===== config.mk =====
export PLATFORM = sky130hd
export DESIGN_NAME = uart_frame_parser
export DESIGN_NICKNAME = d
export VERILOG_FILES = /design/src/rtl/uart_pkg.sv /design/src/rtl/uart_byte_timeout.sv /design/src/rtl/uart_frame_parser.sv
export SDC_FILE = /design/constraint.sdc
export NUM_CORES = 1
export LEC_CHECK = 0
export BUFFER_PORTS_ARGS = -buffer_cell sky130_fd_sc_hd__buf_2
export CAP_MARGIN = 10
export CORE_MARGIN = 5
export CORE_UTILIZATION = 52
export DETAILED_ROUTE_END_ITERATION = 8
export PLACE_DENSITY = 0.76
export SLEW_MARGIN = 15
export SYNTH_ARGS = -nofsm -noshare
export SYNTH_HDL_FRONTEND = slang
export SYNTH_SLANG_ARGS = --single-unit

===== constraint.sdc =====
create_clock -name clk -period 2.1 [get_ports clk]
set_clock_uncertainty 0.1 [all_clocks]
set_input_delay 0.21 -clock clk [delete_from_list [all_inputs] [get_ports clk]]
set_output_delay 0.21 -clock clk [all_outputs]
set_load 0.005 [all_outputs]

===== src/rtl/uart_pkg.sv =====
// Shared types and default constants for the UART command frame parser
// and the transmit-side response builder.
package uart_pkg;

  typedef enum logic [2:0] {
    IDLE,
    HDR1W,
    CMD,
    LEN,
    PAYLOAD,
    CSUM
  } state_e;

  typedef enum logic [1:0] {
    ERR_NONE    = 2'b00,
    ERR_CSUM    = 2'b01,
    ERR_LEN     = 2'b10,
    ERR_TIMEOUT = 2'b11
  } err_code_e;

  localparam logic [7:0] DEF_HDR0        = 8'h55;
  localparam logic [7:0] DEF_HDR1        = 8'hAA;
  localparam int         DEF_MAX_LEN     = 16;
  localparam int         DEF_TIMEOUT_CYC = 5000;

endpackage


===== src/rtl/uart_byte_timeout.sv =====
// Inter-byte idle counter: counts enabled, non-cleared cycles and pulses
// expire_o for one cycle when the count reaches TIMEOUT_CYC-1.
module uart_byte_timeout #(
  parameter int TIMEOUT_CYC = 5000
) (
  input  logic clk,
  input  logic reset,
  input  logic clear_i,
  input  logic enable_i,
  output logic expire_o
);

  localparam int             CW   = (TIMEOUT_CYC > 2) ? $clog2(TIMEOUT_CYC) : 1;
  localparam logic [CW-1:0]  TERM = CW'(TIMEOUT_CYC - 1);

  logic [CW-1:0] count_q, count_d;

  // A clear on the terminal cycle suppresses the expire: the byte wins.
  always_comb begin
    expire_o = enable_i && !clear_i && (count_q == TERM);
    count_d  = '0;
    if (enable_i && !clear_i && !expire_o) begin
      count_d = count_q + CW'(1);
    end
  end

  always_ff @(posedge clk or posedge reset) begin
    if (reset) begin
      count_q <= '0;
    end else begin
      count_q <= count_d;
    end
  end

endmodule


===== src/rtl/uart_frame_parser.sv =====
// Decodes HDR0 HDR1 CMD LEN PAYLOAD[LEN] CSUM frames from the UART receiver,
// streaming indexed payload bytes and one registered result per frame.
module uart_frame_parser
  import uart_pkg::*;
#(
  parameter logic [7:0] HDR0        = DEF_HDR0,
  parameter logic [7:0] HDR1        = DEF_HDR1,
  parameter int         MAX_LEN     = DEF_MAX_LEN,
  parameter int         TIMEOUT_CYC = DEF_TIMEOUT_CYC
) (
  input  logic       clk,
  input  logic       reset,
  input  logic [7:0] rx_data,
  input  logic       rx_valid,
  output logic [7:0] pld_data,
  output logic [7:0] pld_idx,
  output logic       pld_valid,
  output logic [7:0] frame_cmd,
  output logic [7:0] frame_len,
  output logic       frame_done,
  output logic       frame_ok,
  output logic [1:0] err_code,
  output logic       busy
);

  localparam logic [7:0] MAX_LEN_B = 8'(MAX_LEN);

  state_e    state_q, state_d;
  logic [7:0] sum_q, sum_d;
  logic [7:0] idx_q, idx_d;
  logic [7:0] pld_data_q, pld_data_d;
  logic [7:0] pld_idx_q, pld_idx_d;
  logic       pld_valid_q, pld_valid_d;
  logic [7:0] cmd_q, cmd_d;
  logic [7:0] len_q, len_d;
  logic       done_q, done_d;
  logic       ok_q, ok_d;
  err_code_e  err_q, err_d;
  logic       expire;

  uart_byte_timeout #(
    .TIMEOUT_CYC(TIMEOUT_CYC)
  ) u_timeout (
    .clk     (clk),
    .reset   (reset),
    .clear_i (rx_valid),
    .enable_i(state_q != IDLE),
    .expire_o(expire)
  );

  always_comb begin
    // NOTE: every signal gets a default before the case so no path leaves
    // one unassigned, which would infer a latch.
    state_d     = state_q;
    sum_d       = sum_q;
    idx_d       = idx_q;
    pld_data_d  = pld_data_q;
    pld_idx_d   = pld_idx_q;
    pld_valid_d = 1'b0;
    cmd_d       = cmd_q;
    len_d       = len_q;
    done_d      = 1'b0;
    ok_d        = ok_q;
    err_d       = err_q;

    if (rx_valid) begin
      unique case (state_q)
        IDLE: begin
          if (rx_data == HDR0) state_d = HDR1W;
        end
        HDR1W: begin
          if (rx_data == HDR1)      state_d = CMD;
          else if (rx_data != HDR0) state_d = IDLE;
        end
        CMD: begin
          cmd_d   = rx_data;
          sum_d   = rx_data;
          state_d = LEN;
        end
        LEN: begin
          len_d = rx_data;
          sum_d = sum_q + rx_data;
          if (rx_data > MAX_LEN_B) begin
            done_d  = 1'b1;
            ok_d    = 1'b0;
            err_d   = ERR_LEN;
            state_d = IDLE;
          end else if (rx_data == 8'd0) begin
            state_d = CSUM;
          end else begin
            idx_d   = 8'd0;
            state_d = PAYLOAD;
          end
        end
        PAYLOAD: begin
          pld_valid_d = 1'b1;
          pld_data_d  = rx_data;
          pld_idx_d   = idx_q;
          sum_d       = sum_q + rx_data;
          idx_d       = idx_q + 8'd1;
          if (idx_q == len_q - 8'd1) state_d = CSUM;
        end
        CSUM: begin
          done_d  = 1'b1;
          ok_d    = (rx_data == sum_q);
          err_d   = (rx_data == sum_q) ? ERR_NONE : ERR_CSUM;
          state_d = IDLE;
        end
        default: state_d = IDLE;
      endcase
    end else if (expire) begin
      // A stalled second header byte is not yet a frame attempt.
      state_d = IDLE;
      if (state_q != HDR1W) begin
        done_d = 1'b1;
        ok_d   = 1'b0;
        err_d  = ERR_TIMEOUT;
      end
    end
  end

  // NOTE: sequential state uses non-blocking assignments so every register
  // samples the pre-edge values regardless of statement order.
  always_ff @(posedge clk or posedge reset) begin
    if (reset) begin
      state_q     <= IDLE;
      sum_q       <= 8'd0;
      idx_q       <= 8'd0;
      pld_data_q  <= 8'd0;
      pld_idx_q   <= 8'd0;
      pld_valid_q <= 1'b0;
      cmd_q       <= 8'd0;
      len_q       <= 8'd0;
      done_q      <= 1'b0;
      ok_q        <= 1'b0;
      err_q       <= ERR_NONE;
    end else begin
      state_q     <= state_d;
      sum_q       <= sum_d;
      idx_q       <= idx_d;
      pld_data_q  <= pld_data_d;
      pld_idx_q   <= pld_idx_d;
      pld_valid_q <= pld_valid_d;
      cmd_q       <= cmd_d;
      len_q       <= len_d;
      done_q      <= done_d;
      ok_q        <= ok_d;
      err_q       <= err_d;
    end
  end

  assign pld_data   = pld_data_q;
  assign pld_idx    = pld_idx_q;
  assign pld_valid  = pld_valid_q;
  assign frame_cmd  = cmd_q;
  assign frame_len  = len_q;
  assign frame_done = done_q;
  assign frame_ok   = ok_q;
  assign err_code   = err_q;
  assign busy       = (state_q != IDLE);

endmodule

==> flow_metrics.tcl, run 1 <==
set metrics [dict create \
    num_antenna_cells 0 \
    crit_buf_inv 1 \
    portBuffers 48 \
    crit_arrival_ns 2.20 \
    start_util_pct 53.0 \
    detail_route.wl_per_cell_um 16.7 \
    first_iter_violations 157 \
    cp-end-kind "flop" \
    grt-ovfl-total 0 \
    slowest_delay_ns 0.40 \
    cellPowerDensity_mw_per_mm2 696 \
    cp_common_cell "nor4_1" \
    ys_warn_count 0 \
    ctsLongestPathBuffers 2 \
    dpl.cell_count 489 \
    root_buffer "clkbuf_8" \
    antenna_found_initial 0 \
    grtUsageTotal_pct 20.7 \
    fin_util_pct 65.9 \
    worst_pin_slew_ns 0.514 \
    top_layer_used "met4" \
    firstDrtPassIters 4 \
    routed_wirelength_um 8500 \
    synth_cells 341 \
    hold_class "input pin to flop" \
    yosysSeqAreaShare_pct 48.2 \
    slew_violations 0 \
    synth_nets 363 \
    critPathTopFamily "simple AND/OR/NAND/NOR gates" \
    async_flop_share_pct 100 \
    clk_pin_slew_ns 0.08 \
    nets 446 \
    die_w_um 93.0 \
    ir_drop_mv 0.475 \
    met3_length_um 409 \
    dp_slack_ns -0.0655 \
    min_period_over_period_pct 98.2 \
    cts_num_sinks 69 \
    rows 30 \
    gp_congestion 0.887 \
    met1_length_um 3680 \
    final_cell_mix "dfrtp_1, buf_2, nor2_1, buf_4, mux2_2" \
    synth_top_area_share_pct 48.2 \
    instances_no_fill 509 \
    synth-main-ff-cell "dfrtp_1" \
    cts_buffers 9 \
    period_needed_ns 2.06 \
    holdWs_ns 0.0772 \
    drive_gt1_share_pct 36.4 \
    syn_to_final_growth_pct 24.3 \
    via_per_inst 5.60 \
    leakagePower_nw 2.20 \
    synth_area_mm2 0.00358 \
    max_clock_freq_ghz 0.485 \
    cts_tree "built" \
    dieArea_mm2 0.00865 \
    crit_required_ns 2.24 \
    insertion_delay_ns 0.34 \
    final_common_cell "dfrtp_1" \
    synth_edf_count 0 \
    avgSynthCellArea_um2 10.5 \
    route.met2.wl_um 4290 \
    ant_nets 0 \
    first_global_vias 2961 \
    ys_ff_latch 69 \
    grt_pass1_wl_um 14400 \
    cts.htree.levels 3 \
    synth_cell_type_count 53 \
    dieHeight_um 93.0 \
    drv_cap 0 \
    drcViolationCount 0 \
    dp_hpwl_um 6150 \
    yosys.area.top_type "dfrtp_1" \
    criticalPathCategory "flop to flop" \
    num_vias 2848 \
    core_region_area_mm2 0.00676 \
    setup_viol 0 \
    dpl_cell_area_mm2 0.00414 \
    io_pins 49 \
    status "complete, no violations" \
    finalInstanceArea_mm2 0.00445 \
    crit_path_top_delay_cell "dfrtp_1" \
    path_cells "ha_1, nor4_1, nand2_1, nor4_1, buf_4, o31ai_1, mux2_4" \
    synth_area_leaders "dfrtp_1, mux2_2, xor2_1" \
    start_kind "flop" \
    path_max_fanout 3 \
    grt_max_degree 70 \
    setup_ws_ns 0.0373 \
    slew_headroom_pct 65.5 \
    hold_violations 0 \
]
[logic make-up after synthesis]
family                   Yosys count  synth area share (%)
AND/OR/NAND/NOR                  111                  15.5
AO/OA/AOI/OAI                     57                  10.1
multiplexers                      37                  11.6
adder cells (fa/ha/maj)           11                  4.05
flip-flops                        69                  48.2
buffers and inverters             24                  2.66
XOR/XNOR                          32                  7.83
[through the flow]
step	setup TNS [ns]	power [mW]
global placement	-0.0256	1.83
floorplan	0	1.69
CTS	0	3.10
detailed placement	-0.185	1.85
global route	-0.0208	3.23
finish	0	3.10
[cell usage after synthesis (2+ instances only)]
| library cell | n |
|---|---|
| dfrtp_1 | 69 |
| nand3_1 | 9 |
| or4_1 | 2 |
| nand2_1 | 21 |
| a22oi_1 | 2 |
| and3_1 | 3 |
| o21ai_0 | 20 |
| a21o_1 | 3 |
| nor3_1 | 8 |
| ha_1 | 10 |
| nor4_1 | 3 |
| nor2b_1 | 5 |
| clkbuf_1 | 11 |
| a31oi_1 | 5 |
| mux2i_1 | 4 |
| a21oi_1 | 9 |
| o31ai_1 | 6 |
| nor2_1 | 36 |
| nand4_1 | 7 |
| nand2b_1 | 3 |
| xor2_1 | 20 |
| xnor2_1 | 12 |
| mux2_2 | 32 |
| nor2_2 | 2 |
| inv_1 | 10 |
| a211oi_1 | 2 |
[area by class of cell]
type | count | area [um^2]
fill | 530 | 2310
multi-input combinational | 248 | 1820
sequential | 69 | 1730
timing repair buffer | 85 | 533
clock buffer | 9 | 124
clock inverter | 7 | 105
tap | 80 | 100
inverter | 11 | 41.3
[worst min-delay path: stages]
cell and delay [ns]:
buf_2 0.13, a22oi_1 0.08, o31ai_1 0.06
[sequential cells by signal (all words and copies together), names as in the netlist]
| signal | count |
|---|---|
| state_q | 3 |
| err_code | 2 |
| frame_done | 1 |
| pld_valid | 1 |
| u_timeout.count_q | 13 |
| frame_len | 8 |
| frame_cmd | 8 |
| frame_ok | 1 |
| pld_data | 8 |
| idx_q | 8 |
| sum_q | 8 |
| pld_idx | 8 |
[power breakdown]
| group | internal (mW) | switching (mW) |
|---|---|---|
| clock | 0.687 | 0.569 |
| combinational | 0.188 | 0.232 |
| sequential | 1.38 | 0.0484 |
| total | 2.25 | 0.848 |
[worst paths after layout]
kind | startpoint | to | slack, ns | cells past startpoint
max in group asynchronous | reset | sum_q[4] | 1.23 | 4
worst max-delay path | sum_q[6] | err_code[0] | 0.04 | 7
worst min register to register | u_timeout.count_q[0] | u_timeout.count_q[0] | 0.38 | 1
worst min-delay path | rx_data[5] | sum_q[5] | 0.08 | 3
worst max register to register | sum_q[6] | err_code[0] | 0.04 | 7
min in group asynchronous | reset | u_timeout.count_q[1] | 0.38 | 4
[layer usage]
layer | vias up | GRT usage (%)
met5 | - | 0
met4 | 0 | 7.33
met3 | 17 | 4.18
met2 | 67 | 33.7
met1 | 1396 | 27.5
li1 | 1368 | -
[repair_timing]
item	CTS	global route
gates cloned	0	0
pin swaps	1	5
hold buffers	1	0
hold endpoints to repair	69	0
buffers inserted	0	3
setup endpoints to repair	1	5
resized for setup	2	13
No activity file was read; power rests on OpenSTA's default activity.
==> inputs of run 2 (changes only) <==
- CORE_ASPECT_RATIO: default -> 1.5
- CORE_UTILIZATION: 52 -> 56
- PLACE_DENSITY: 0.76 -> 0.78
- REMOVE_ABC_BUFFERS: default -> 1
- clock period: 2.1 -> 2.35 ns (I/O delays scaled with it)
==> run 2 against run 1 <==
Via count shrank 1.8%. Largest power group unchanged. Highest routed layer unchanged. Critical endpoint is now sum_q[7]. Sequential cell count is the same. Non-clock buffer count is 18 lower.
==> flow_metrics.tcl, run 2 (same netlist as run 1, synthesis figures left out) <==
set metrics [dict create \
    fin_util_pct 68.9 \
    crit_required_ns 2.47 \
    fin_tns_setup_ns 0 \
    criticalPathCategory "flop to flop" \
    io_pins 49 \
    status "complete, no violations" \
    setup_viol 0 \
    whs_path_depth 3 \
    finalInstanceArea_mm2 0.00426 \
    drive_gt1_share_pct 31.4 \
    via_per_inst 5.77 \
    rows 35 \
    power_mw 2.73 \
    largest_register "u_timeout.count_q" \
    grt_max_degree 49 \
    period_needed_ns 2.28 \
    cts_num_sinks 69 \
    dieHeight_um 108 \
    first_iter_violations 199 \
    path_max_fanout 3 \
    cts_buffers 9 \
    slew_violations 0 \
    nets 428 \
    ant_nets 0 \
    root_buffer "clkbuf_8" \
    hold_class "input pin to flop" \
    die_w_um 75.3 \
    slew_headroom_pct 64.9 \
    ctsLongestPathBuffers 2 \
    core_region_area_mm2 0.00617 \
    num_vias 2797 \
    drv_cap 0 \
    portBuffers 48 \
    gp_congestion 0.902 \
    antenna_found_initial 0 \
    grtUsageTotal_pct 22.5 \
    dpl_cell_area_mm2 0.00401 \
    final_cell_mix "dfrtp_1, buf_2, nor2_1, mux2_2, nand2_1" \
    crit_arrival_ns 2.40 \
    dieArea_mm2 0.00813 \
    syn_to_final_growth_pct 18.9 \
    grt-ovfl-total 0 \
    start_util_pct 58.0 \
    ir_drop_mv 0.464 \
    largest_reg_flops 13 \
    first_global_vias 2938 \
    holdWs_ns 0.115 \
    num_antenna_cells 0 \
    routed_wirelength_um 8330 \
    path_cells "ha_1, a211oi_2, o21ai_0, a31oi_1, or3b_2, o21ai_0, a31oi_1" \
    leakagePower_nw 2.12 \
    hold_violations 0 \
    rr_worst_depth 7 \
    start_kind "flop" \
    slowest_delay_ns 0.45 \
    cp-end-kind "flop" \
    max_clock_freq_ghz 0.438 \
    post_cts_buffers 0 \
    clk_pin_slew_ns 0.07 \
    dp_hpwl_um 6100 \
    firstDrtPassIters 4 \
    worst_pin_slew_ns 0.521 \
    min_period_over_period_pct 97.1 \
    drcViolationCount 0 \
    detail_route.wl_per_cell_um 17.2 \
    insertion_delay_ns 0.35 \
    cts_tree "built" \
    cts.htree.levels 3 \
    crit_path_top_delay_cell "or3b_2" \
    grt_pass1_wl_um 14000 \
    final_common_cell "dfrtp_1" \
    cellPowerDensity_mw_per_mm2 641 \
]
run 2: changes by cell type in the layout (fill, tap and decap cells not counted), sizes merged:
cell | previous run | this run
buf | 84 | 66
inv | 14 | 12
clkbuf | 9 | 10
clkinv | 1 | 2
run 2: report_power, final:
group | switching (mW) | internal (mW)
Clock | 0.486 | 0.634
Sequential | 0.0509 | 1.23
Combinational | 0.192 | 0.136
run 2: worst max-delay path, delay by kind of cell (launching register included):
kind | cells | cell delay, ns
AO/OA/AOI/OAI | 5 | 0.85
flip-flops | 1 | 0.41
adder cells (fa/ha/maj) | 1 | 0.34
AND/OR/NAND/NOR | 1 | 0.45
run 2: per-stage QoR:
stage / std cells / setup WS [ns]
3_3_place_gp: 468 / 0.105
2_1_floorplan: 328 / -0.0839
4_1_cts: 485 / 0.0271
6_report: 485 / 0.0676
5_1_grt: 485 / -0.0190
3_5_place_dp: 468 / 0.0145
run 2: per-layer routing:
layer / vias up / track usage [%] / routed length (um)
met5: - / 0 / 0
met4: 0 / 7.88 / 186
met3: 14 / 5.58 / 390
met2: 67 / 39.5 / 4480
met1: 1383 / 25.9 / 3270
li1: 1333 / - / -
run 2: layout make-up:
class,instances,area [um^2]
inverters,11,41.3
fillers,461,1920
well taps,74,92.6
multi-input cells,248,1770
clock inverters,6,93.8
clock buffers,10,138
flip-flops and latches,69,1730
repair buffers,67,398
run 2: path summary, 6_finish.rpt:
path                                 startpoint                    to  slack [ns]
max                                    sum_q[1]              sum_q[7]        0.07
max reg2reg                            sum_q[1]              sum_q[7]        0.07
min reg2reg                u_timeout.count_q[0]  u_timeout.count_q[0]        0.37
min                                  rx_data[1]            state_q[1]        0.12
min in group asynchronous                 reset            pld_idx[7]        0.35
max in group asynchronous                 reset              sum_q[2]        1.19
run 2: what timing repair did:
| action | CTS | global route |
|---|---|---|
| endpoints found under the hold margin | 21 | 0 |
| endpoints found under the setup margin | 0 | 1 |
| hold buffers | 1 | 0 |
| gates resized for setup | 0 | 1 |
